## src/rtl/fifo_wr_arbiter_if.sv

```systemverilog
// Channel-side handshake and FIFO write-port bundle for fifo_wr_arbiter.
// master = the arbiter, slave = producers plus the FIFO write side.
interface fifo_wr_arbiter_if #(
  parameter int NUM_CH  = 4,
  parameter int DATA_W  = 8,
  parameter int STALL_W = 16
);
  localparam int CH_W   = $clog2(NUM_CH);
  localparam int FIFO_W = CH_W + DATA_W;

  logic [NUM_CH-1:0]        i_ch_valid;
  logic [NUM_CH-1:0]        o_ch_ready;
  logic [NUM_CH*DATA_W-1:0] i_ch_data;
  logic                     i_wr_full;
  logic                     o_wr_inc;
  logic [FIFO_W-1:0]        o_wr_data;
  logic [NUM_CH-1:0]        o_grant;
  logic [STALL_W-1:0]       o_stall_cnt;

  modport master (
    input  i_ch_valid, i_ch_data, i_wr_full,
    output o_ch_ready, o_wr_inc, o_wr_data, o_grant, o_stall_cnt
  );

  modport slave (
    output i_ch_valid, i_ch_data, i_wr_full,
    input  o_ch_ready, o_wr_inc, o_wr_data, o_grant, o_stall_cnt
  );
endinterface

```

## src/rtl/fifo_wr_arbiter.sv

```systemverilog
// Round-robin arbiter sharing one FIFO write port among NUM_CH one-entry holding registers.
// Sample accepted at edge t is written at t+1 earliest; i_wr_full stalls writes and channel ready combinationally.
module fifo_wr_arbiter #(
  parameter int NUM_CH  = 4,
  parameter int DATA_W  = 8,
  parameter int STALL_W = 16
) (
  input  logic                  i_clk,
  input  logic                  i_rst,
  fifo_wr_arbiter_if.master     bus
);
  localparam int CH_W   = $clog2(NUM_CH);
  localparam int FIFO_W = CH_W + DATA_W;

  logic [NUM_CH-1:0]  hold_vld;
  logic [DATA_W-1:0]  hold_data [NUM_CH];
  logic [CH_W-1:0]    rr_ptr;
  logic [STALL_W-1:0] stall_cnt;

  logic               cand_vld;
  logic [CH_W-1:0]    cand;
  logic [CH_W-1:0]    idx;
  int                 s;
  logic               wr_inc;
  logic [NUM_CH-1:0]  grant;
  logic [NUM_CH-1:0]  ready;
  logic [FIFO_W-1:0]  wr_data;

  // Walk channels starting at rr_ptr; the wrap is explicit so non-power-of-2 counts work.
  always_comb begin
    cand_vld = 1'b0;
    cand     = '0;
    s        = 0;
    idx      = '0;
    for (int k = 0; k < NUM_CH; k++) begin
      s = int'(rr_ptr) + k;
      if (s >= NUM_CH) s = s - NUM_CH;
      idx = CH_W'(s);
      if (!cand_vld && hold_vld[idx]) begin
        cand_vld = 1'b1;
        cand     = idx;
      end
    end
  end

  always_comb begin
    wr_inc  = cand_vld && !bus.i_wr_full && !i_rst;
    grant   = wr_inc ? (NUM_CH'(1) << cand) : '0;
    wr_data = wr_inc ? {cand, hold_data[cand]} : '0;
    // A draining slot may refill in the same cycle.
    ready   = {NUM_CH{!i_rst}} & (~hold_vld | grant);
  end

  always_ff @(posedge i_clk) begin
    if (i_rst) begin
      hold_vld  <= '0;
      rr_ptr    <= '0;
      stall_cnt <= '0;
    end else begin
      for (int c = 0; c < NUM_CH; c++) begin
        if (bus.i_ch_valid[c] && ready[c]) begin
          hold_vld[c]  <= 1'b1;
          hold_data[c] <= bus.i_ch_data[c*DATA_W +: DATA_W];
        end else if (grant[c]) begin
          hold_vld[c] <= 1'b0;
        end
      end
      if (wr_inc) begin
        if (cand == CH_W'(NUM_CH-1)) rr_ptr <= '0;
        else                         rr_ptr <= cand + 1'b1;
      end
      if (bus.i_wr_full && (|hold_vld) && (stall_cnt != {STALL_W{1'b1}}))
        stall_cnt <= stall_cnt + 1'b1;
    end
  end

  assign bus.o_ch_ready  = ready;
  assign bus.o_wr_inc    = wr_inc;
  assign bus.o_wr_data   = wr_data;
  assign bus.o_grant     = grant;
  assign bus.o_stall_cnt = stall_cnt;
endmodule

```

## src/flat_wrapper.sv

```systemverilog
// flat-port wrapper written by rule: the top's interface ports become plain ports
module fifo_wr_arbiter_flat 
#(
  parameter int NUM_CH  = 4,
  parameter int DATA_W  = 8,
  parameter int STALL_W = 16
)
  (i_clk, i_rst, bus_i_ch_valid, bus_i_ch_data, bus_i_wr_full, bus_o_ch_ready, bus_o_wr_inc, bus_o_wr_data, bus_o_grant, bus_o_stall_cnt);
  fifo_wr_arbiter_if #(.NUM_CH(NUM_CH), .DATA_W(DATA_W), .STALL_W(STALL_W)) bus_i ();
  input  logic i_clk;
  input  logic i_rst;
  input wire logic [$bits(bus_i.i_ch_valid)-1:0] bus_i_ch_valid;
  input wire logic [$bits(bus_i.i_ch_data)-1:0] bus_i_ch_data;
  input wire logic [$bits(bus_i.i_wr_full)-1:0] bus_i_wr_full;
  output wire logic [$bits(bus_i.o_ch_ready)-1:0] bus_o_ch_ready;
  output wire logic [$bits(bus_i.o_wr_inc)-1:0] bus_o_wr_inc;
  output wire logic [$bits(bus_i.o_wr_data)-1:0] bus_o_wr_data;
  output wire logic [$bits(bus_i.o_grant)-1:0] bus_o_grant;
  output wire logic [$bits(bus_i.o_stall_cnt)-1:0] bus_o_stall_cnt;
  assign bus_i.i_ch_valid = bus_i_ch_valid;
  assign bus_i.i_ch_data = bus_i_ch_data;
  assign bus_i.i_wr_full = bus_i_wr_full;
  assign bus_o_ch_ready = bus_i.o_ch_ready;
  assign bus_o_wr_inc = bus_i.o_wr_inc;
  assign bus_o_wr_data = bus_i.o_wr_data;
  assign bus_o_grant = bus_i.o_grant;
  assign bus_o_stall_cnt = bus_i.o_stall_cnt;
  fifo_wr_arbiter #(.NUM_CH(NUM_CH), .DATA_W(DATA_W), .STALL_W(STALL_W)) u_core (.i_clk(i_clk), .i_rst(i_rst), .bus(bus_i));
endmodule
```

## config.mk

```make
export PLATFORM = sky130hd
export DESIGN_NAME = fifo_wr_arbiter_flat
export DESIGN_NICKNAME = d
export VERILOG_FILES = /design/src/rtl/fifo_wr_arbiter_if.sv /design/src/rtl/fifo_wr_arbiter.sv /design/src/flat_wrapper.sv
export SDC_FILE = /design/constraint.sdc
export NUM_CORES = 1
export LEC_CHECK = 0
export BUFFER_PORTS_ARGS = -buffer_cell sky130_fd_sc_hd__buf_2
export CORE_MARGIN = 2
export CORE_UTILIZATION = 45
export CTS_CLUSTER_SIZE = 24
export DETAILED_ROUTE_END_ITERATION = 6
export PLACE_DENSITY = 0.71
export SYNTH_ARGS = -nofsm -noshare
export SYNTH_HDL_FRONTEND = slang
export SYNTH_SLANG_ARGS = --single-unit
```

## constraint.sdc

```tcl
create_clock -name i_clk -period 2.2 [get_ports i_clk]
set_input_delay 0.11 -clock i_clk [delete_from_list [all_inputs] [get_ports i_clk]]
set_output_delay 0.11 -clock i_clk [all_outputs]
set_load 0.05 [all_outputs]
```

== Word-level counts from Yosys, hierarchy flattened ==
Memory sizes are Yosys's and may differ from the RTL's.
Cells that the tools add are included.

* Flip-flop bits (word level): 22
* Memory bits (writable): 32
* Input bits: 39
* Output and inout bits: 35
* Word-level logic and storage cells: 94
* Memories kept: 1

* $add $sub $neg: 9
* Order comparisons: 8
* Eq/ne operators: 2
* Shift operators: 1
* Mux-type cells: 43
* Bitwise logic cells: 3
* Reduce and logical (&&, ||, !) cells: 21

{| class="wikitable"
|+ Memory list
! name !! words !! bits a word !! read ports !! clocked after Yosys merged registers in !! write ports !! line !! text
|-
| u_core.hold_data || 4 || 8 || 1 || 0 || 4 || fifo_wr_arbiter.sv:16 || <nowiki>logic [DATA_W-1:0] hold_data [NUM_CH];</nowiki>
|}

{| class="wikitable"
|+ Operators by type and width
! cell !! number
|-
| 1-bit two-way mux || 28
|-
| 2-bit two-way mux || 9
|-
| 16-bit by 1-bit adder with 16-bit output (second input constant) || 1
|-
| 16-bit inequality test (second input constant) || 1
|-
| 2-bit by 3-bit < comparator with 1-bit output (second input constant) || 4
|-
| 1-bit logical AND || 11
|-
| 10-bit two-way mux || 1
|-
| 3-bit greater-or-equal comparator (second input constant) || 3
|-
| 1-bit binary-select mux with 2-bit select || 4
|-
| 2-bit nonzero test || 4
|-
| 2-bit by 1-bit subtractor with 2-bit output (second input constant) || 4
|-
| 2-bit by 2-bit adder with 3-bit output (second input constant) || 2
|-
| 1-bit zero test || 5
|-
| 4-bit bitwise AND || 1
|-
| 4-bit two-way mux || 1
|-
| 4-bit inverter || 1
|-
| 4-bit bitwise OR || 1
|-
| 4-bit OR reduction || 1
|-
| 1-bit by 2-bit << shifter with 4-bit output (first input constant) || 1
|-
| 2-bit by 1-bit adder with 3-bit output (second input constant) || 1
|-
| 2-bit by 3-bit greater-or-equal comparator with 1-bit output (second input constant) || 1
|-
| 2-bit by 1-bit adder with 2-bit output (second input constant) || 1
|-
| 2-bit == test (second input constant) || 1
|}

== Depth between registers and ports, before layout ==
Gate-level depths: netlist of run 1.

* Word-level depth: 23
* Depth in mapped cells: 10
* Gate-level depth less buffers: 7

== Worst setup path after synthesis of run 1 ==
OpenSTA, ideal clock, no wires.

* Kind: flip-flop to flip-flop
* Start point: reg u_core.rr_ptr[1]
* End point: mem u_core.hold_data[3][0], enable pin
* Setup time: 0.332 ns
* Arrival time: 2.397 ns
* Data required time: 1.868 ns
* Slack: -0.529 ns
* Stages on the path, launching flop included: 11
* Buffers on the path: 3
* Period minus slack after synthesis: 2.729 ns
* Path through: dfxtp_1 buf_6 a21oi_1 o21ai_2 o2bb2a_4 buf_12 buf_12 ha_1 a21oi_1 nor2_1 and2_1

{| class="wikitable"
|+ RTL lines
! what !! line !! text
|-
| from (decl) || fifo_wr_arbiter.sv:17 || <nowiki>logic [CH_W-1:0] rr_ptr;</nowiki>
|-
| from (signal assigned) || fifo_wr_arbiter.sv:70 || <nowiki>else rr_ptr <= cand + 1'b1;</nowiki>
|-
| to (decl) || fifo_wr_arbiter.sv:16 ||
|}

== Worst setup path in the final report of run 1 ==
* Start point: reg u_core.rr_ptr[1]
* End point: out bus_o_wr_data[5]

* Word-level cells in the longest chain between the ends: 17
* Elaborated cells between the ends (all ways): 41
* Those cells by class: 7 x add/sub; 4 x order compare; 21 x mux; 8 x reduce/logical; 1 x memory

{| class="wikitable"
|+ RTL lines
! what !! line !! text
|-
| parallel branches: the longest is 16 deep, another holds 2-bit by 1-bit adder with 3-bit output || n/a ||
|-
| 10-bit two-way mux * || fifo_wr_arbiter.sv:49 || <nowiki>wr_data = wr_inc ? {cand, hold_data[cand]} : '0;</nowiki>
|-
| to (decl) || flat_wrapper.sv:17 || <nowiki>output wire logic [$bits(bus_i.o_wr_data)-1:0] bus_o_wr_data;</nowiki>
|}

Mark *: on every way between the ends. The select of a mux whose other input is x is not followed.

==> impl_metrics.ini, run 1 <==
[cts]
htreeDepth = 2
clock-root-buffer = clkbuf_8
cts.clk_slew.worst_paths_ps = 110
numCtsBuffers = 5
cts_tree = done
post_cts_buffers = 0
cts_max_path_buffers = 2
worst_skew_pair.late_latency_ps = 310
cts.sinks = 54

[synth]
synth_xor_area_share_pct = 3.98
synthSimpleGateAreaFrac_pct = 17.2
synth_cell_types = 44
synthAdderAreaFrac_pct = 0.948
synth_top_family_by_area = simple AND/OR/NAND/NOR gates
syn_nets = 267
synth.area.mux_share_pct = 7.58
synth_ff_type = edfxtp_1
synth-compound-area-share_pct = 12.5
synth_edf_count = 32
syn_area_per_cell_um2 = 11.7
yosysWarnings = 0
synth_area_um2 = 2640
ys_top_cells_by_count = edfxtp_1, nor2_1, dfxtp_1
synth_top_area_share_pct = 36.4
synthTopCellsByArea = edfxtp_1, dfxtp_1, mux2i_1
syn_inst = 226
yosys.area.top_type = edfxtp_1
synthArstFlopShare_pct = 0
yosys.cell_count.top_type = edfxtp_1
ys_seq_area_share_pct = 53.1
ys_seq_elements = 54

[die]
io_pins = 74
dieArea_um2 = 6500
die_h_um = 80.6
die_w_um = 80.6
start_util_pct = 47.4
core_um2 = 5570
row_count = 27

[place]
gp_congestion = 0.931
port_buffers = 73
place_hpwl_mm = 4.28

[sta]
slew_violations = 0
fin_hold_ws_ps = 8.27
fin_crit_sh_pct = 94.7
fin_crit_ps = 2080
setup_viol_count_final = 0
tightest_slew_ps = 408
slew_headroom_pct = 72.7
skew_ps = 5.56
max_freq_ghz = 0.480
hold_violations = 0

[flow_run]
drv_cap = 0

[global_routing]
grt-ovfl-total = 0
antenna_found_initial = 0
grt_pass1_vias = 1981
grt_pass1_wl_mm = 9.46
track_usage_pct = 19.1
grt_max_degree = 20

[pwr]
clkPwrFrac_pct = 26.8
peakVddDrop_v = 0.000427
p_int_mw = 1.56
p_leak_nw = 1.50
p_sw_mw = 0.680
power_mw = 2.24
sw_frac_of_total_pct = 30.3
power_density_nw_per_um2 = 620
p_seq_share_pct = 51.2
comb_power_share_pct = 22.0

[drt]
wl_mm = 6.14
via_per_inst = 5.17
drc_errors = 0
vias = 2113
first_pass_iters = 4
final_antenna_net_count = 0
drt_iter0_markers = 76
wl_per_cell_um = 15.0

[cells_and_area]
antenna_cells = 0
area_growth_pct = 37.0
layout.nets = 377
drive_gt1_share_pct = 36.8

[worst_hold_path]
holdPathStages = 3
min-delay-start = bus_i_ch_valid[2]
hold_path_end = u_core.hold_vld[2]
min_path_type = input port to register

[worst_setup_path]
crit_required_ps = 2090
r2r_start = u_core.hold_vld[0]
end_kind = output port
worstRegToRegCells = 5
reg2reg_to = u_core.hold_data[2][7]
r2r_slack_ps = 300
critPathMaxFanout = 12
critPathArrivalTime_ps = 1970
startpoint_type = register
path_class = register to output port

[outcome]
outcome = completed
==> sequential cells by signal (all words and copies together) (netlist names) <==
signal                  cells
u_core.bus.o_stall_cnt     16
u_core.hold_data           32
u_core.hold_vld             4
u_core.rr_ptr               2
==> power by group through the flow <==
stage | sequential, mW | combinational [mW] | clock [mW]
global route | 1.15 | 0.527 | 0.650
floorplan | 1.17 | 0.329 | 0
global placement | 1.16 | 0.428 | 0
detailed placement | 1.17 | 0.432 | 0
CTS | 1.14 | 0.489 | 0.610
finish | 1.15 | 0.494 | 0.601
==> cells in the final DEF, fill, tap and decap left out, types with 4 or more instances in the layout <==
| cell | netlist | layout |
|---|---|---|
| edfxtp_1 | 32 | 32 |
| buf_2 | 3 | 65 |
| nor2_1 | 29 | 28 |
| and2_1 | 6 | 5 |
| o22ai_2 | 0 | 8 |
| dfxtp_1 | 22 | 18 |
| clkbuf_8 | 0 | 5 |
| inv_1 | 5 | 5 |
| buf_4 | 1 | 14 |
| nand2_1 | 9 | 9 |
| o211ai_1 | 6 | 6 |
| nor3_1 | 4 | 4 |
| nand3_1 | 4 | 4 |
| dlygate4sd3_1 | 0 | 32 |
| nand4_1 | 4 | 4 |
| nand2b_1 | 5 | 5 |
| xor2_1 | 9 | 9 |
| mux2i_1 | 20 | 19 |
| and3_1 | 7 | 7 |
| a21oi_1 | 12 | 9 |
| buf_6 | 3 | 4 |
==> repair_timing <==
item | CTS | global route
endpoints found under the hold margin | 32 | 0
endpoints found under the setup margin | 9 | 10
resized for setup | 12 | 8
hold buffers | 32 | 0
pin swaps | 0 | 1
==> cells by family (layout without fill, tap and decap cells) <==
group                    after synthesis  after routing
AND/OR/NAND/NOR                       79             79
flip-flops                            54             54
buffers and inverters                 17            128
AO/OA/AOI/OAI                         42             42
multiplexers                          20             20
XOR/XNOR                              12             12
adder cells (fa/ha/maj)                2              2
==> per-layer routing <==
layer  global-route usage [%]  up-vias  wire [um]
li1                         -     1053          -
met5                        0        -          0
met4                     6.61        0        126
met2                     31.8       51       2990
met1                     24.7      998       2740
met3                     3.71       11        277
==> metrics by stage <==
step | cells | instance area [um2] | util [%] | setup slack (ps) | setup TNS, ps
after floorplan | 226 | 2720 | - | -27.7 | -222
after global placement | 369 | 3140 | 56.4 | 290 | 0
after detailed placement | 369 | 3140 | 56.4 | 226 | 0
after CTS | 409 | 3590 | 64.4 | 9.85 | 0
after global routing | 409 | 3620 | 64.9 | -2.37 | -2.52
final | 409 | 3620 | 64.9 | 116 | 0
==> area by class of cell <==
cell class	count	area (um2)
Clock buffer	5	68.8
Tap cell	72	90.1
Clock inverter	3	28.8
Timing Repair Buffer	115	796
Sequential cell	54	1410
Multi-Input combinational cell	155	1200
Inverter	5	18.8
Fill cell	425	1960
==> worst max-delay path by stage <==
stage	startpoint	to	cells after the start
2_1_floorplan	u_core.rr_ptr[1]	u_core.hold_data[3][0]	10
3_3_place_gp	u_core.hold_vld[3]	bus_o_wr_data[3]	6
3_5_place_dp	u_core.rr_ptr[1]	u_core.hold_data[3][7]	7
4_1_cts	u_core.hold_vld[1]	bus_o_wr_data[2]	7
5_1_grt	u_core.hold_vld[0]	bus_o_wr_data[1]	7
6_report	u_core.rr_ptr[1]	bus_o_wr_data[5]	7
==> worst max-delay path, cell delays in order (launching register included) <==
cell and delay, ps:
dfxtp_4 390, a21oi_2 150, o21ai_2 60, o2bb2a_4 270, buf_6 200, mux2i_1 270, o22ai_2 110, buf_4 200
Power figures use the tool's default switching activity.
==> run 2, diff against run 1 <==
PLACE_DENSITY = 0.7   (was 0.71)
==> run 2 against run 1 <==
Effect of this change:
- total power up 1.3%
- clock skew shrank 1.3 ps
- first-iteration DRC count grew 34%
==> impl_metrics.ini, run 2 (synthesis results as in run 1) <==
[place]
place_hpwl_mm = 4.25
dp_cells = 370
gp_congestion = 0.862
port_buffers = 73

[cells_and_area]
area_growth_pct = 40.1
regMostFlops = u_core.hold_data
final_common_cell = buf_2
drive_gt1_share_pct = 40.2
most-common-layout-cells = buf_2, dlygate4sd3_1, edfxtp_1, nor2_1, dfxtp_1
layoutNonFillerInstCount = 410
layout.nets = 378
regArea_um2 = 1410
largest_reg_flops = 32
fill_cells = 427
antenna_cells = 0
multi_input_area_um2 = 1260

[cts]
cts_max_path_buffers = 2
cts.sinks = 54
post_cts_buffers = 0
htreeDepth = 2
numCtsBuffers = 5
clock-root-buffer = clkbuf_8
cts_tree = done
worst_skew_pair.late_latency_ps = 300
cts.clk_slew.worst_paths_ps = 100

[global_routing]
grt_pass1_wl_mm = 9.72
track_usage_pct = 19.7
antenna_found_initial = 0
grt-ovfl-total = 0
grt_max_degree = 18
grt_pass1_vias = 2033

[die]
dieArea_um2 = 6500
io_pins = 74
start_util_pct = 47.4
row_count = 27
die_h_um = 80.6
die_w_um = 80.6
core_um2 = 5570

[worst_hold_path]
min-delay-start = bus_i_ch_valid[2]
min_path_type = input port to register
holdPathStages = 3
hold_path_end = u_core.hold_vld[2]

[sta]
slew_headroom_pct = 73.6
max_freq_ghz = 0.479
setup_viol_count_final = 0
tightest_slew_ps = 397
hold_violations = 0
skew_ps = 4.21
slew_violations = 0
fin_crit_ps = 2090
fin_hold_ws_ps = 25.4
fin_tns_setup_ps = 0
fin_crit_sh_pct = 94.8

[pwr]
power_density_nw_per_um2 = 614
peakVddDrop_v = 0.000330
power_mw = 2.27
p_leak_nw = 1.50

[drt]
wl_mm = 6.37
vias = 2130
first_pass_iters = 6
wl_per_cell_um = 15.5
drt_iter0_markers = 102
final_antenna_net_count = 0
drc_errors = 0
via_per_inst = 5.20

[worst_setup_path]
worstRegToRegCells = 6
critPathMaxFanout = 10
cp_cell_sequence = buf_4, a21oi_2, o21ai_2, o2bb2a_4, buf_8, mux2i_1, o22ai_2, buf_6
path_class = register to output port
r2r_start = u_core.rr_ptr[1]
slowest_delay_ps = 350
r2r_slack_ps = 320
startpoint_type = register
critPathArrivalTime_ps = 1980
reg2reg_to = u_core.hold_data[2][2]
slowest_stage = dfxtp_2
crit_required_ps = 2090
end_kind = output port

[outcome]
outcome = completed

[flow_run]
drv_cap = 0
## run 2: layer usage
metal | track usage (%) | share of wire (%)
met1 | 24.9 | 44
met5 | 0 | 0
met4 | 6.44 | 1.6
met3 | 4.61 | 5.4
met2 | 33.0 | 49
## run 2: cell type report
cell class,count,share of cell area (%)
clock buffers,6,2.23
clock inverters,2,0.440
inverters,5,0.507
multi-input cells,155,34.1
flip-flops and latches,54,38.1
well taps,72,2.44
repair buffers,116,22.2
## run 2: worst max-delay path: cells and delay by family (launching register included)
kind | cells | cell delay, ps
flip-flops | 1 | 350
AO/OA/AOI/OAI | 4 | 550
buffers and inverters | 3 | 510
multiplexers | 1 | 260
## run 2: worst max path at each step
stage	start	end	slack, ps	cells after the start
after global placement	u_core.hold_vld[3]	bus_o_wr_data[4]	320	6
after floorplan	u_core.rr_ptr[1]	u_core.hold_data[3][0]	-30	10
after CTS	u_core.rr_ptr[1]	bus_o_wr_data[7]	2	7
after detailed placement	u_core.hold_vld[3]	u_core.hold_data[3][6]	270	6
final	u_core.rr_ptr[1]	bus_o_wr_data[3]	110	8
after global routing	u_core.rr_ptr[1]	bus_o_wr_data[0]	-10	7
## run 2: repair_timing
item,4_1_cts,5_1_grt
endpoints found under the hold margin,32,0
hold buffers,32,0
resized for setup,10,29
pin swaps,0,2
endpoints found under the setup margin,8,10
## run 2: power breakdown
group	switching (mW)	internal, mW	total (mW)
registers	0.0354	1.12	1.15
logic	0.296	0.233	0.530
clock network	0.329	0.260	0.588
total	0.660	1.61	2.27
## run 2: through the flow
stage          utilization (%)  instance area [um2]  worst slack, ps
2_1_floorplan                -                 2720            -27.7
3_3_place_gp              56.5                 3150              325
3_5_place_dp              56.5                 3150              268
4_1_cts                   64.5                 3600             2.14
5_1_grt                   66.4                 3700            -10.7
6_report                  66.4                 3700              114
